File: src/rtl/widener_pkg.sv
// Shared types and constants for the widener narrow-to-wide bus responder.
// Combinational only; no latency, no flow control of its own.
package widener_pkg;

  typedef enum logic [1:0] {
    IDLE  = 2'd0,
    FETCH = 2'd1,
    STORE = 2'd2,
    ACK   = 2'd3
  } state_e;

  localparam int OFS_W      = 3;
  localparam int BYTE_LANES = 8;
  localparam int HALF_LANES = 4;

  // Halfword accesses are forced aligned, so ofs[0] drops out of the mask.
  function automatic logic [BYTE_LANES-1:0] lane_mask(input logic [OFS_W-1:0] ofs,
                                                      input logic             siz);
    if (siz) begin
      lane_mask = 8'b0000_0011 << {ofs[2:1], 1'b0};
    end else begin
      lane_mask = 8'b0000_0001 << ofs;
    end
  endfunction

endpackage

File: src/rtl/widener_lane.sv
// Extracts a byte or halfword lane from a dword and extends it to 16 bits.
// Purely combinational; shared by the buffer-hit and slave-fetch paths.
module widener_lane
  import widener_pkg::*;
(
  input  logic [63:0]      dword_i,
  input  logic [OFS_W-1:0] ofs_i,
  input  logic             siz_i,
  input  logic             signed_i,
  output logic [15:0]      dat_o
);

  logic [7:0]  byte_w;
  logic [15:0] half_w;

  always_comb begin
    byte_w = dword_i[{ofs_i, 3'b000} +: 8];
    half_w = dword_i[{ofs_i[2:1], 4'b0000} +: 16];
    if (siz_i) begin
      dat_o = half_w;
    end else begin
      dat_o = {{8{signed_i & byte_w[7]}}, byte_w};
    end
  end

endmodule

File: src/rtl/widener.sv
// 16-bit to 64-bit bus responder; WIDENER_LINEBUF_EN adds a one-dword read line buffer.
// Hit read acks one cycle after the request; miss/write ack one cycle after s_ack_i, which may stall freely.
module widener
  import widener_pkg::*;
(
  input  logic        clk_i,
  input  logic        reset_i,
  input  logic [63:0] m_adr_i,
  input  logic        m_cyc_i,
  input  logic        m_stb_i,
  input  logic        m_we_i,
  input  logic        m_siz_i,
  input  logic        m_signed_i,
  input  logic [15:0] m_dat_i,
  output logic        m_ack_o,
  output logic [15:0] m_dat_o,
  output logic [63:0] s_adr_o,
  output logic        s_cyc_o,
  output logic        s_stb_o,
  output logic        s_we_o,
  output logic [7:0]  s_sel_o,
  output logic [63:0] s_dat_o,
  input  logic        s_ack_i,
  input  logic [63:0] s_dat_i
);

  state_e           state_q, state_d;
  logic             m_ack_q, m_ack_d;
  logic [15:0]      m_dat_q, m_dat_d;
  logic [63:0]      s_adr_q, s_adr_d;
  logic             s_cyc_q, s_cyc_d;
  logic             s_we_q, s_we_d;
  logic [7:0]       s_sel_q, s_sel_d;
  logic [63:0]      s_dat_q, s_dat_d;
  logic [OFS_W-1:0] ofs_q, ofs_d;
  logic             siz_q, siz_d;
  logic             sgn_q, sgn_d;

  logic             req;
  logic             rd_hit;
  logic [63:0]      lane_dword;
  logic [OFS_W-1:0] lane_ofs;
  logic             lane_siz;
  logic             lane_sgn;
  logic [15:0]      lane_dat;

  assign req = m_cyc_i & m_stb_i;

  // In IDLE the lane decodes the live request (hit path); otherwise the latched one.
  assign lane_ofs = (state_q == IDLE) ? m_adr_i[OFS_W-1:0] : ofs_q;
  assign lane_siz = (state_q == IDLE) ? m_siz_i : siz_q;
  assign lane_sgn = (state_q == IDLE) ? m_signed_i : sgn_q;

`ifdef WIDENER_LINEBUF_EN
  logic [63:0]      buf_q, buf_d;
  logic [63-OFS_W:0] tag_q, tag_d;
  logic             vld_q, vld_d;
  logic             wr_hit;

  assign rd_hit     = vld_q & (tag_q == m_adr_i[63:OFS_W]);
  assign wr_hit     = vld_q & (tag_q == s_adr_q[63:OFS_W]);
  assign lane_dword = (state_q == IDLE) ? buf_q : s_dat_i;
`else
  assign rd_hit     = 1'b0;
  assign lane_dword = s_dat_i;
`endif

  widener_lane u_lane (
    .dword_i  (lane_dword),
    .ofs_i    (lane_ofs),
    .siz_i    (lane_siz),
    .signed_i (lane_sgn),
    .dat_o    (lane_dat)
  );

  always_comb begin
    state_d = state_q;
    m_ack_d = 1'b0;
    m_dat_d = m_dat_q;
    s_adr_d = s_adr_q;
    s_cyc_d = s_cyc_q;
    s_we_d  = s_we_q;
    s_sel_d = s_sel_q;
    s_dat_d = s_dat_q;
    ofs_d   = ofs_q;
    siz_d   = siz_q;
    sgn_d   = sgn_q;
`ifdef WIDENER_LINEBUF_EN
    buf_d   = buf_q;
    tag_d   = tag_q;
    vld_d   = vld_q;
`endif
    case (state_q)
      IDLE: begin
        if (req) begin
          ofs_d = m_adr_i[OFS_W-1:0];
          siz_d = m_siz_i;
          sgn_d = m_signed_i;
          if (!m_we_i && rd_hit) begin
            state_d = ACK;
            m_ack_d = 1'b1;
            m_dat_d = lane_dat;
          end else begin
            state_d = m_we_i ? STORE : FETCH;
            s_cyc_d = 1'b1;
            s_we_d  = m_we_i;
            s_adr_d = {m_adr_i[63:OFS_W], {OFS_W{1'b0}}};
            s_sel_d = m_we_i ? lane_mask(m_adr_i[OFS_W-1:0], m_siz_i) : 8'hFF;
            if (m_we_i) begin
              s_dat_d = m_siz_i ? {HALF_LANES{m_dat_i}} : {BYTE_LANES{m_dat_i[7:0]}};
            end
          end
        end
      end
      FETCH, STORE: begin
        if (!m_cyc_i || s_ack_i) begin
          s_cyc_d = 1'b0;
          s_we_d  = 1'b0;
          s_sel_d = 8'h00;
        end
        // Abort takes priority over a coincident slave ack.
        if (!m_cyc_i) begin
          state_d = IDLE;
`ifdef WIDENER_LINEBUF_EN
          if (state_q == STORE) vld_d = 1'b0;
`endif
        end else if (s_ack_i) begin
          state_d = ACK;
          m_ack_d = 1'b1;
          if (state_q == FETCH) begin
            m_dat_d = lane_dat;
`ifdef WIDENER_LINEBUF_EN
            buf_d = s_dat_i;
            tag_d = s_adr_q[63:OFS_W];
            vld_d = 1'b1;
`endif
          end
`ifdef WIDENER_LINEBUF_EN
          if (state_q == STORE && wr_hit) begin
            for (int i = 0; i < BYTE_LANES; i++) begin
              if (s_sel_q[i]) buf_d[8*i +: 8] = s_dat_q[8*i +: 8];
            end
          end
`endif
        end
      end
      ACK:     state_d = IDLE;
      default: state_d = IDLE;
    endcase
  end

  always_ff @(posedge clk_i) begin
    if (reset_i) begin
      state_q <= IDLE;
      m_ack_q <= 1'b0;
      m_dat_q <= '0;
      s_adr_q <= '0;
      s_cyc_q <= 1'b0;
      s_we_q  <= 1'b0;
      s_sel_q <= '0;
      s_dat_q <= '0;
      ofs_q   <= '0;
      siz_q   <= 1'b0;
      sgn_q   <= 1'b0;
`ifdef WIDENER_LINEBUF_EN
      buf_q   <= '0;
      tag_q   <= '0;
      vld_q   <= 1'b0;
`endif
    end else begin
      state_q <= state_d;
      m_ack_q <= m_ack_d;
      m_dat_q <= m_dat_d;
      s_adr_q <= s_adr_d;
      s_cyc_q <= s_cyc_d;
      s_we_q  <= s_we_d;
      s_sel_q <= s_sel_d;
      s_dat_q <= s_dat_d;
      ofs_q   <= ofs_d;
      siz_q   <= siz_d;
      sgn_q   <= sgn_d;
`ifdef WIDENER_LINEBUF_EN
      buf_q   <= buf_d;
      tag_q   <= tag_d;
      vld_q   <= vld_d;
`endif
    end
  end

  assign m_ack_o = m_ack_q;
  assign m_dat_o = m_dat_q;
  assign s_adr_o = s_adr_q;
  assign s_cyc_o = s_cyc_q;
  assign s_stb_o = s_cyc_q;
  assign s_we_o  = s_we_q;
  assign s_sel_o = s_sel_q;
  assign s_dat_o = s_dat_q;

endmodule

File: config.mk
export PLATFORM = sky130hd
export DESIGN_NAME = widener
export DESIGN_NICKNAME = d
export VERILOG_FILES = /design/src/rtl/widener_pkg.sv /design/src/rtl/widener_lane.sv /design/src/rtl/widener.sv
export SDC_FILE = /design/constraint.sdc
export NUM_CORES = 1
export LEC_CHECK = 0
export ABC_AREA = 1
export CAP_MARGIN = 20
export CORE_UTILIZATION = 39
export DETAILED_ROUTE_END_ITERATION = 10
export GPL_ROUTABILITY_DRIVEN = 0
export PLACE_DENSITY_LB_ADDON = 0.2
export SLEW_MARGIN = 30
export SYNTH_ARGS = -nofsm -noshare
export SYNTH_HDL_FRONTEND = slang
export SYNTH_HIERARCHICAL = 1
export SYNTH_SLANG_ARGS = --single-unit
File: constraint.sdc
create_clock -name clk_i -period 3.4 [get_ports clk_i]
set_clock_uncertainty 0.05 [all_clocks]
set_input_delay 1.02 -clock clk_i [delete_from_list [all_inputs] [get_ports clk_i]]
set_output_delay 1.02 -clock clk_i [all_outputs]
set_load 0.1 [all_outputs]
Word-level counts from Yosys, hierarchy flattened

Index checks and enable logic that the tools add are counted.

Logic and storage cells: 57
Bits in registers: 159

Shift operators: 4
Eq/ne operators: 6
Muxes and demuxes: 21
Reductions and logical operators: 11
Bitwise operators: 4

Operators with widths:

| kind                                                                  | count |
|---|---|
| 64-bit 2-to-1 mux                                                     | 1 |
| 64-bit by 7-bit variable part select with 16-bit output               | 1 |
| 64-bit by 7-bit variable part select with 8-bit output                | 1 |
| 8-bit 2-to-1 mux                                                      | 4 |
| 16-bit 2-to-1 mux                                                     | 1 |
| 8-bit case mux with 2 select lines                                    | 1 |
| 2-bit 2-to-1 mux                                                      | 4 |
| 1-bit by 3-bit left shift with 8-bit output, first input constant     | 1 |
| 2-bit by 3-bit left shift with 8-bit output, first input constant     | 1 |
| 1-bit 2-to-1 mux                                                      | 6 |
| 2-bit case mux with 3 select lines                                    | 1 |
| 3-bit AND reduction                                                   | 2 |
| 2-bit equality test, second input constant                            | 2 |
| 2-bit inequality test, second input constant                          | 2 |
| 1-bit case mux with 2 select lines                                    | 2 |
| 2-bit AND reduction                                                   | 2 |
| 4-bit AND reduction                                                   | 1 |
| 3-bit 2-to-1 mux                                                      | 1 |
| 3-bit inequality test, second input constant                          | 1 |
| 3-bit OR reduction                                                    | 1 |
| 1-bit bitwise AND                                                     | 2 |
| 2-bit by 1-bit equality test with 1-bit output, second input constant | 1 |
| 2-bit zero test                                                       | 1 |
| 1-bit NOT                                                             | 2 |
| 4 further kinds                                                       | 4 |

Depth between registers and ports, before layout

Gate-level depths: netlist of run 1.

Depth in word-level cells: 5
Gate-level depth with buffers: 15

Hierarchy

The synthesis of run 1 kept the hierarchy.

By module, submodules not included:

| module       | area an instance (sq um) | sequential area each (sq um) | times used | cells each |
|---|---|---|---|---|
| widener      | 4564.4                   | 2222.1                       | 1          | 614 |
| widener_lane | 798.3                    | 0.0                          | 1          | 166 |

Worst setup path after synthesis of run 1

OpenSTA, ideal clock, no wires.

Path type: reg2out
Start: register, netlist name s_dat_o[53]
End: output s_dat_o[21]
Path buffers: 1
Cell stages (with the launch flop): 2
Arrival time: 1.410 ns
Setup slack: 0.920 ns
Cell sequence: dfxtp_1 -> buf_4

RTL lines:

| element   | line          | source |
|---|---|---|
| to (decl) | widener.sv:22 | `output logic [63:0] s_dat_o,` |

Worst setup path in the final report of run 1

Start: input m_adr_i[1]
End: register m_dat_q[13] (netlist: m_dat_o[13])

Cells in the longest elaborated chain, start to end: 4
Elaborated cells between the ends (all ways): 5
Those cells by class: shift: 2; mux: 2; bitwise: 1

RTL lines:

| element                                                | line               | source |
|---|---|---|
| from (decl)                                            | widener.sv:8       | `input logic [63:0] m_adr_i,` |
| 3-bit 2-to-1 mux (*)                                   | widener.sv:50      | `assign lane_ofs = (state_q == IDLE) ? m_adr_i[OFS_W-1:0] : ofs_q;` |
| net lane_ofs[1]                                        | widener.sv:42      | `logic [OFS_W-1:0] lane_ofs;` |
| 64-bit by 7-bit variable part select with 8-bit output | widener_lane.sv:17 | `byte_w = dword_i[{ofs_i, 3'b000} +: 8];` |
| 1-bit bitwise AND                                      | widener_lane.sv:22 | `dat_o = {{8{signed_i & byte_w[7]}}, byte_w};` |
| 16-bit 2-to-1 mux (*)                                  | widener_lane.sv:19 | `if (siz_i) begin` |
| net lane_dat[13]                                       | widener.sv:45      | `logic [15:0] lane_dat;` |
| to (signal assigned)                                   | widener.sv:173     | `m_dat_q <= m_dat_d;` |
| to (decl)                                              | widener.sv:29      | `logic [15:0] m_dat_q, m_dat_d;` |

Mark *: on every way through the listed nets, which the timed path passes. The rest lies on a longest branch.
A chain may end at the register's enable or synchronous reset.

==> run summary, run 1 <==
Status -> finished, final reports clean
Final HPWL DP -> 11900 microns
LEAKAGE -> 0.00355 uW
Routed vias/inst -> 4.70
Post-synthesis cell area -> 5360 sq um
# H-tree levels -> 3
Syn avg cell area -> 6.88 sq um
Fin area -> 8050 sq um
Die width -> 119 microns
Ant diodes -> 0
Critical path type -> input port to flip-flop
Worst Setup End Kind -> flip-flop
Nets -> 1168
Register area -> 2220 sq um
WP data required -> 3.63 ns
Layout cells sized above 1 -> 0.205
Placed Cells -> 1179
Rel. slew slack -> 0.483
Post-CTS sizing -> 0
Clk pin slew, worst setup/hold paths -> 0.07 ns
CTS Hold Bufs -> 0
Core area -> 13300 sq um
Commonest non-fill, non-tap cell in the layout -> nand2_1
Die Y -> 119 microns
RSZ-0062 raised after global routing -> false
CTS tree -> yes
Most frequent cells in the layout -> nand2_1 (246), buf_4 (164), clkdlybuf4s50_1 (150), dfxtp_1 (111), a21oi_1 (96)
Die area -> 14200 sq um
Wire length of the first global-routing pass -> 25200 microns
Maximum fanout along the worst path -> 32
Max-slew violations -> 0
Starting Density -> 0.402
Mapped Cells -> 780
Crit path launch type -> input port
Worst slew pin tran -> 0.775 ns
Area growth syn-to-layout -> 50.1%
Top_reg_cell synth -> dfxtp_1
Crit share post-route -> 0.815
Final hold vios -> 0
Filler cells -> 1321
Wire length per cell -> 13.4 microns
Global route total overflow -> 0
Drt pass-1 iters -> 4
Clk sink count -> 111
Vias in the first global route -> 5216
Setup TNS -> 0 ns
Initial antenna violation count -> 0
Clock Latency Late Sink -> 0.35 ns
Final Critical Period -> 2.77 ns
Distinct cell type count after synthesis -> 23
Final WL -> 16000 microns
Port Buf Inserts -> 304
Worst hold path type -> flip-flop to flip-flop
Max clock buf depth -> 2
PD cells -> 751 nW/um^2
Critical path data arrival time -> 3.00 ns
Synth async-reset ratio -> 0
VDD IR-drop max -> 377 uV
Max Clock Freq -> 361 MHz
Largest net degree at the start of global routing -> 73
Row cnt -> 42
Max-cap violation count -> 0
DR DRC count -> 0
Area of the multi-input gates -> 2350 sq um
Setup violators final -> 0
Synth Register Bits -> 111
Initial DRC count -> 339
Total track usage -> 0.222
Finished Layout Cells -> 1195
Final ANT Viol Nets -> 0
Synth Warn # -> 6
Via count -> 5615
Cell area after placement -> 7750 sq um
Boundary pin count -> 308
TritonCTS Buffers -> 9
Post-CTS Setup Bufs -> 0
Clock root buffer master -> clkbuf_16
Post-synth EDFFs -> 0
Seq/Total Area, Yosys -> 0.414
[per-layer routing]
| metal | vias up | GRT usage | routed length, microns |
|---|---|---|---|
| met5 | - | 0 | 0 |
| met4 | 0 | 0.104 | 484 |
| met3 | 31 | 0.0718 | 1370 |
| met2 | 222 | 0.367 | 7640 |
| met1 | 2474 | 0.259 | 6500 |
| li1 | 2888 | - | - |
[sequential cells by signal, indices dropped and copies added, names as in the netlist]
| signal | flops |
|---|---|
| state_q | 2 |
| m_ack_o | 1 |
| sgn_q | 1 |
| s_dat_o | 16 |
| siz_q | 1 |
| m_dat_o | 16 |
| s_cyc_o | 1 |
| s_we_o | 1 |
| s_adr_o | 61 |
| ofs_q | 3 |
| s_sel_o | 8 |
[synthesized netlist by cell type (3+ instances only)]
library cell / instances / area share
nand2_1: 246 / 0.17
dfxtp_1: 111 / 0.41
a21oi_1: 96 / 0.090
buf_4: 59 / 0.083
o21ai_0: 51 / 0.048
nor2_1: 50 / 0.035
inv_1: 41 / 0.029
nand3_1: 37 / 0.035
clkbuf_1: 26 / 0.018
o21ai_1: 19 / 0.018
nand2_2: 11 / 0.013
buf_2: 7 / 0.0065
nor2_2: 6 / 0.0070
buf_6: 4 / 0.0084
inv_2: 4 / 0.0028
nand3_2: 3 / 0.0056
[critical path, stage by stage]
cell and delay, ns:
clkdlybuf4s50_1 0.57, nand2_1 0.09, o21ai_2 0.10, buf_4 0.33, nand2_1 0.12, nand3_1 0.10
nand3_1 0.09, nand2_2 0.11, nand3_4 0.15, nand2_2 0.10, o21ai_0 0.09, a21oi_1 0.13
[power by group]
part	total, uW	internal [uW]	switching [uW]	leakage, uW
Sequential	1590	1480	111	0.000903
Combinational	3380	812	2570	0.00251
Clock	1080	581	496	0.000142
[cell families (layout without fill, tap and decap cells)]
kind of cell / count (synthesis) / after routing / synth area share
simple gates: 357 / 357 / 0.277
compound gates: 166 / 166 / 0.155
buf+inv: 143 / 380 / 0.149
flops: 111 / 111 / 0.414
fa+ha+maj: 2 / 2 / 0.00467
other cells: 1 / 3 / 0.000699
[per-stage QoR]
stage	util	total power, uW	setup WS, ns	hold slack, ns
6_report	0.603	6050	0.630	0.395
5_1_grt	0.603	6350	0.386	0.417
4_1_cts	0.603	6090	0.632	0.399
3_5_place_dp	0.581	5000	0.260	0.388
3_3_place_gp	0.581	4990	0.301	0.383
2_1_floorplan	-	4340	0.920	0.374
[path summary, 6_finish.rpt]
path / depth (start not counted) / start / slack [ns] / end
worst min register to register: 2 / m_dat_o[6] / 0.40 / m_dat_o[6]
worst max-delay path: 12 / m_adr_i[1] / 0.63 / m_dat_o[13]
worst min-delay path: 2 / m_dat_o[6] / 0.40 / m_dat_o[6]
worst max register to register: 13 / state_q[1] / 1.00 / m_dat_o[13]
[layout make-up]
type | instances | area share
clock buffer | 11 | 0.0289
clock inverter | 5 | 0.00824
inverter | 47 | 0.0219
multi-input combinational | 528 | 0.293
sequential | 111 | 0.276
tap | 176 | 0.0274
timing repair buffer | 317 | 0.345
(Power assumes the default switching activity.)
==> run 2, diff against run 1 <==
clock period = 2.9 ns   (was 3.4 ns; I/O delays follow)
==> run summary, run 2 (synthesis results as in run 1) <==
Status -> finished, final reports clean
Setup TNS -> 0 ns (unchanged)
Largest register FFs -> 61 (unchanged)
Critical path data arrival time -> 2.52 ns (-0.48 ns)
Final ANT Viol Nets -> 0 (unchanged)
Final HPWL DP -> 12200 microns (+2.8%)
Clk sink count -> 111 (unchanged)
Global route total overflow -> 0 (unchanged)
Layout cells sized above 1 -> 0.208 (+0.00331)
Largest net degree at the start of global routing -> 68 (-6.8%)
Max layer used -> met4
TritonCTS Buffers -> 9 (unchanged)
Clk pin slew, worst setup/hold paths -> 0.07 ns (about the same)
Final hold vios -> 0 (unchanged)
Max Clock Freq -> 427 MHz
Initial antenna violation count -> 0 (unchanged)
WP data required -> 3.08 ns (-0.55 ns)
Row cnt -> 42 (unchanged)
Drt pass-1 iters -> 4 (unchanged)
Worst Setup End Kind -> flip-flop
PD cells -> 879 nW/um^2 (+17%)
Clock Latency Late Sink -> 0.35 ns (about the same)
Boundary pin count -> 308 (unchanged)
Wire length of the first global-routing pass -> 25800 microns (+2.7%)
Total track usage -> 0.227 (+0.00496)
Metal3 WL -> 1480 microns (+8.6%)
Die area -> 14200 sq um (unchanged)
Worst hold path type -> flip-flop to flip-flop
Post-placement worst setup slack -> 0.184 ns (-0.0752 ns)
Commonest non-fill, non-tap cell in the layout -> nand2_1
Sequential Power Share -> 0.261 (-0.002)
Metal2 WL -> 7980 microns (+4.5%)
Area growth syn-to-layout -> 51.4%
VDD IR-drop max -> 578 uV (+53%)
Post-CTS Setup Bufs -> 0 (unchanged)
CP dominant cell by count -> nand2_2
Switching power -> 3710 uW (+17%)
RSZ-0062 raised after global routing -> false
Die Y -> 119 microns (unchanged)
Sw Share -> 0.520 (-0.00501)
Final WL -> 16100 microns (+0.40%)
Filler cells -> 1303 (-1.4%)
CP Cell Sequence -> clkdlybuf4s50_1 -> nand2_1 -> o21ai_1 -> buf_12 -> inv_2 -> nand3_1 -> nand2_2 -> nand3_4 -> nand2_2 -> o21ai_0 -> a21oi_1
Most frequent cells in the layout -> nand2_1 (246), buf_4 (164), clkdlybuf4s50_1 (150), dfxtp_1 (111), a21oi_1 (96)
Placed Cells -> 1182 (+0.25%)
Crit path launch type -> input port
Max-slew violations -> 0 (unchanged)
# H-tree levels -> 3 (unchanged)
Critical path's top delay family -> buffers and inverters
Core area -> 13300 sq um (unchanged)
DR DRC count -> 0 (unchanged)
Routed vias/inst -> 4.73 (+0.60%)
Port Buf Inserts -> 304 (unchanged)
Wire length per cell -> 13.4 microns (+0.15%)
Critical path type -> input port to flip-flop
LEAKAGE -> 0.00358 uW (+0.81%)
Max clock buf depth -> 2 (unchanged)
PnR worst setup slack -> 0.559 ns (-0.0717 ns)
Max-cap violation count -> 0 (unchanged)
Final core area utilization -> 0.608 (+0.00497)
Ant diodes -> 0 (unchanged)
Maximum fanout along the worst path -> 23 (-28%)
Finished Layout Cells -> 1198 (+0.25%)
Bufs and invs on worst path -> 3 (+1)
Crit share post-route -> 0.807
Starting Density -> 0.402 (unchanged)
WL met1 -> 6260 microns (-3.8%)
Post-CTS sizing -> 0 (unchanged)
Die width -> 119 microns (unchanged)
Worst path slowest cell -> clkdlybuf4s50_1
Nets -> 1171 (+0.26%)
Via count -> 5663 (+0.85%)
Clock power frac -> 0.178 (about the same)
Initial DRC count -> 241 (-29%)
Hold WS -> 0.397 ns (+0.00213 ns)
Clock root buffer master -> clkbuf_16
Peak per-stage delay on the critical path -> 0.50 ns (-0.07 ns)
Internal -> 3420 uW (+19%)
CTS tree -> yes
Combinational share of power -> 0.560 (about the same)
CTS Hold Bufs -> 0 (unchanged)
Setup violators final -> 0 (unchanged)
Vias in the first global route -> 5342 (+2.4%)
Final Critical Period -> 2.34 ns
==> run 2: changes by cell type in the layout (fill, tap and decap cells not counted) <==
cell,before,now
clkbuf_8,0,1
inv_8,1,0
clkinv_4,2,0
clkbuf_1,2,1
clkinvlp_4,1,2
inv_6,0,2
buf_12,2,5
==> run 2: worst register-to-register path, delay by kind of cell (launching register included) <==
kind / cells / cell delay (ns)
fa+ha+maj: 1 / 0.43
flops: 1 / 0.31
buf+inv: 2 / 0.29
simple gates: 7 / 0.76
compound gates: 3 / 0.32
==> run 2: final cells by class <==
type                            instances  area, sq um  share of cell area
Clock inverter                          5         62.6             0.00771
Sequential cell                       111         2220               0.274
Inverter                               47          176              0.0217
Tap cell                              176          220              0.0271
Multi-Input combinational cell        528         2350               0.290
Clock buffer                           11          243              0.0299
Timing Repair Buffer                  320         2840               0.350
==> run 2: per-stage QoR <==
stage / area, sq um / total power [uW]
global placement: 7810 / 5890
detailed placement: 7810 / 5910
global route: 8120 / 7500
CTS: 8120 / 7190
finish: 8120 / 7130
floorplan: 5370 / 5080
==> run 2: path summary, 6_finish.rpt <==
kind                            startpoint          end  slack [ns]  depth (start not counted)
worst max register to register  state_q[1]  m_dat_o[13]        0.68                         13
worst min-delay path            m_dat_o[9]   m_dat_o[9]        0.40                          2
worst max-delay path            m_adr_i[2]  m_dat_o[13]        0.56                         11
worst min register to register  m_dat_o[9]   m_dat_o[9]        0.40                          2
==> run 2: routing by layer <==
layer | vias up | global-route usage
li1 | 2896 | -
met1 | 2537 | 0.251
met2 | 208 | 0.393
met3 | 22 | 0.0924
met4 | 0 | 0.0720
met5 | - | 0
==> run 2: power by group through the flow <==
stage / combinational, uW / clock, uW / sequential [uW]
floorplan: 1870 / 0 / 3210
global route: 4250 / 1360 / 1890
global placement: 4000 / 0 / 1890
finish: 4000 / 1270 / 1860
detailed placement: 4010 / 0 / 1900
CTS: 4020 / 1310 / 1870
==> run 3, diff against run 2 <==
CORE_UTILIZATION = 35   (was 39)
clock period = 2.1 ns   (was 2.9 ns; I/O delays follow)
==> run summary, run 3 (synthesis results as in run 1) <==
Status -> finished, final reports clean
Max clock buf depth -> 2 (unchanged)
WP data required -> 2.32 ns (-0.76 ns)
Total track usage -> 0.226 (-0.000646)
Final hold vios -> 0 (unchanged)
Die area -> 15800 sq um (+11%)
Cell area after placement -> 9880 sq um (+26%)
Final HPWL DP -> 14000 microns (+15%)
Crit path launch type -> flip-flop
FF-to-FF path depth -> 12 (-1)
Setup TNS -> 0 ns (unchanged)
Fin area -> 10300 sq um (+26%)
FF-to-FF Start -> state_q[0]
Drt pass-1 iters -> 5 (+1)
Area growth syn-to-layout -> 91.4%
Worst Setup End Kind -> flip-flop
Critical path type -> flip-flop to flip-flop
Wire length per cell -> 14.7 microns (+9.8%)
Commonest non-fill, non-tap cell in the layout -> nand2_1
Die Y -> 126 microns (+5.5%)
Boundary pin count -> 308 (unchanged)
Wire length of the first global-routing pass -> 28200 microns (+9.4%)
Nets -> 1191 (+1.7%)
CTS Hold Bufs -> 0 (unchanged)
Worst hold path type -> flip-flop to flip-flop
Layout cells sized above 1 -> 0.234 (+0.0260)
Max-cap violation count -> 0 (unchanged)
RR Endpoint -> m_dat_o[13]
Clk sink count -> 111 (unchanged)
Max Clock Freq -> 507 MHz
Clk pin slew, worst setup/hold paths -> 0.07 ns (about the same)
Maximum fanout along the worst path -> 8 (-65%)
Starting Density -> 0.363 (-0.0383)
WHS Endpoint -> sgn_q
Die width -> 126 microns (+5.5%)
Initial antenna violation count -> 0 (unchanged)
Worst slew pin tran -> 0.725 ns
Final Critical Period -> 1.97 ns
Initial DRC count -> 254 (+5.4%)
Critical path data arrival time -> 2.20 ns (-0.32 ns)
Ant diodes -> 0 (unchanged)
Clock Latency Late Sink -> 0.35 ns (about the same)
Global route total overflow -> 0 (unchanged)
Setup violators final -> 0 (unchanged)
Worst path slowest cell -> dfxtp_2
Via count -> 5853 (+3.4%)
# H-tree levels -> 3 (unchanged)
PD cells -> 1090 nW/um^2 (+24%)
Largest register FFs -> 61 (unchanged)
Final core area utilization -> 0.696 (+0.0875)
Crit share post-route -> 0.940
Hold_sp -> sgn_q
Minimum setup slack among reg-to-reg paths -> 0.13 ns (-0.55 ns)
Most frequent cells in the layout -> nand2_1 (245), buf_12 (159), clkdlybuf4s50_1 (149), dfxtp_1 (109), a21oi_1 (96)
Max-slew violations -> 0 (unchanged)
Routed vias/inst -> 4.78 (+1.1%)
Rel. slew slack -> 0.517
VDD IR-drop max -> 595 uV (+2.9%)
Clock root buffer master -> clkbuf_16
TritonCTS Buffers -> 9 (unchanged)
Largest net degree at the start of global routing -> 72 (+5.9%)
CTS tree -> yes
Crit. Startpoint -> state_q[0]
LEAKAGE -> 0.00415 uW (+16%)
DR DRC count -> 0 (unchanged)
CP Cell Sequence -> inv_1 -> ha_4 -> o21ai_4 -> buf_12 -> nand2_1 -> nand3_2 -> nand3_2 -> nand2_2 -> nand3_4 -> nand2_2 -> o21ai_0 -> a21oi_1
Port Buf Inserts -> 304 (unchanged)
Final WL -> 18000 microns (+12%)
Final ANT Viol Nets -> 0 (unchanged)
Core area -> 14800 sq um (+11%)
Peak per-stage delay on the critical path -> 0.33 ns (-0.17 ns)
Hold WS -> 0.400 ns (+0.00286 ns)
Vias in the first global route -> 5627 (+5.3%)
Hold path depth -> 2 (unchanged)
Row cnt -> 44 (+4.8%)
==> run 3: changes by cell type in the layout (fill, tap and decap cells not counted), sizes merged <==
cell,previous run,this run
bufinv,1,0
dlymetal6s2s,0,1
clkbuf,11,9
clkinvlp,2,1
buf,170,189
bufbuf,0,1
clkdlybuf4s50,150,149
clkinv,2,5
==> run 3: worst max-delay path by stage <==
stage,to,cells past startpoint
2_1_floorplan,m_dat_o[4],13
3_3_place_gp,m_dat_o[3],11
3_5_place_dp,m_dat_o[0],11
4_1_cts,m_dat_o[0],11
5_1_grt,m_dat_o[13],12
6_report,m_dat_o[13],12
==> run 3: worst max-delay path: cells and delay by family (launching register included) <==
family	cells	cell delay [ns]
flip-flops	1	0.33
adder cells (fa/ha/maj)	1	0.18
AO/OA/AOI/OAI	3	0.52
buffers and inverters	2	0.22
AND/OR/NAND/NOR	6	0.59
==> run 3: cell type report <==
type,instances,area [sq um]
clock buffers,9,225
clock inverters,6,46.3
well taps,184,230
inverters,47,181
fillers,1139,4490
repair buffers,340,4950
multi-input cells,528,2410
flip-flops and latches,111,2220
==> run 3: metrics by stage <==
stage,worst slack (ns),power (uW),cells
2_1_floorplan,0.00776,7040,782
3_3_place_gp,-0.349,9390,1207
3_5_place_dp,-0.409,9450,1207
4_1_cts,0.00693,11200,1225
5_1_grt,-0.000132,11700,1225
6_report,0.126,11200,1225
==> run 3: what timing repair did <==
item | 4_1_cts | 5_1_grt
pin swaps | 0 | 7
gates resized for setup | 5 | 16
buffers inserted | 2 | 0
setup endpoints to repair | 8 | 40
gates cloned | 1 | 0
==> run 3: metal layers <==
layer,track usage,vias to the layer above,share of wire
li1,-,2940,-
met1,0.237,2644,0.37
met2,0.410,240,0.51
met3,0.0845,29,0.095
met4,0.0865,0,0.025
met5,0,-,0
==> run 3: power by group <==
part	internal, uW	total, uW	switching [uW]
clock	810	1620	810
combinational	2510	6810	4310
sequential	2400	2770	377
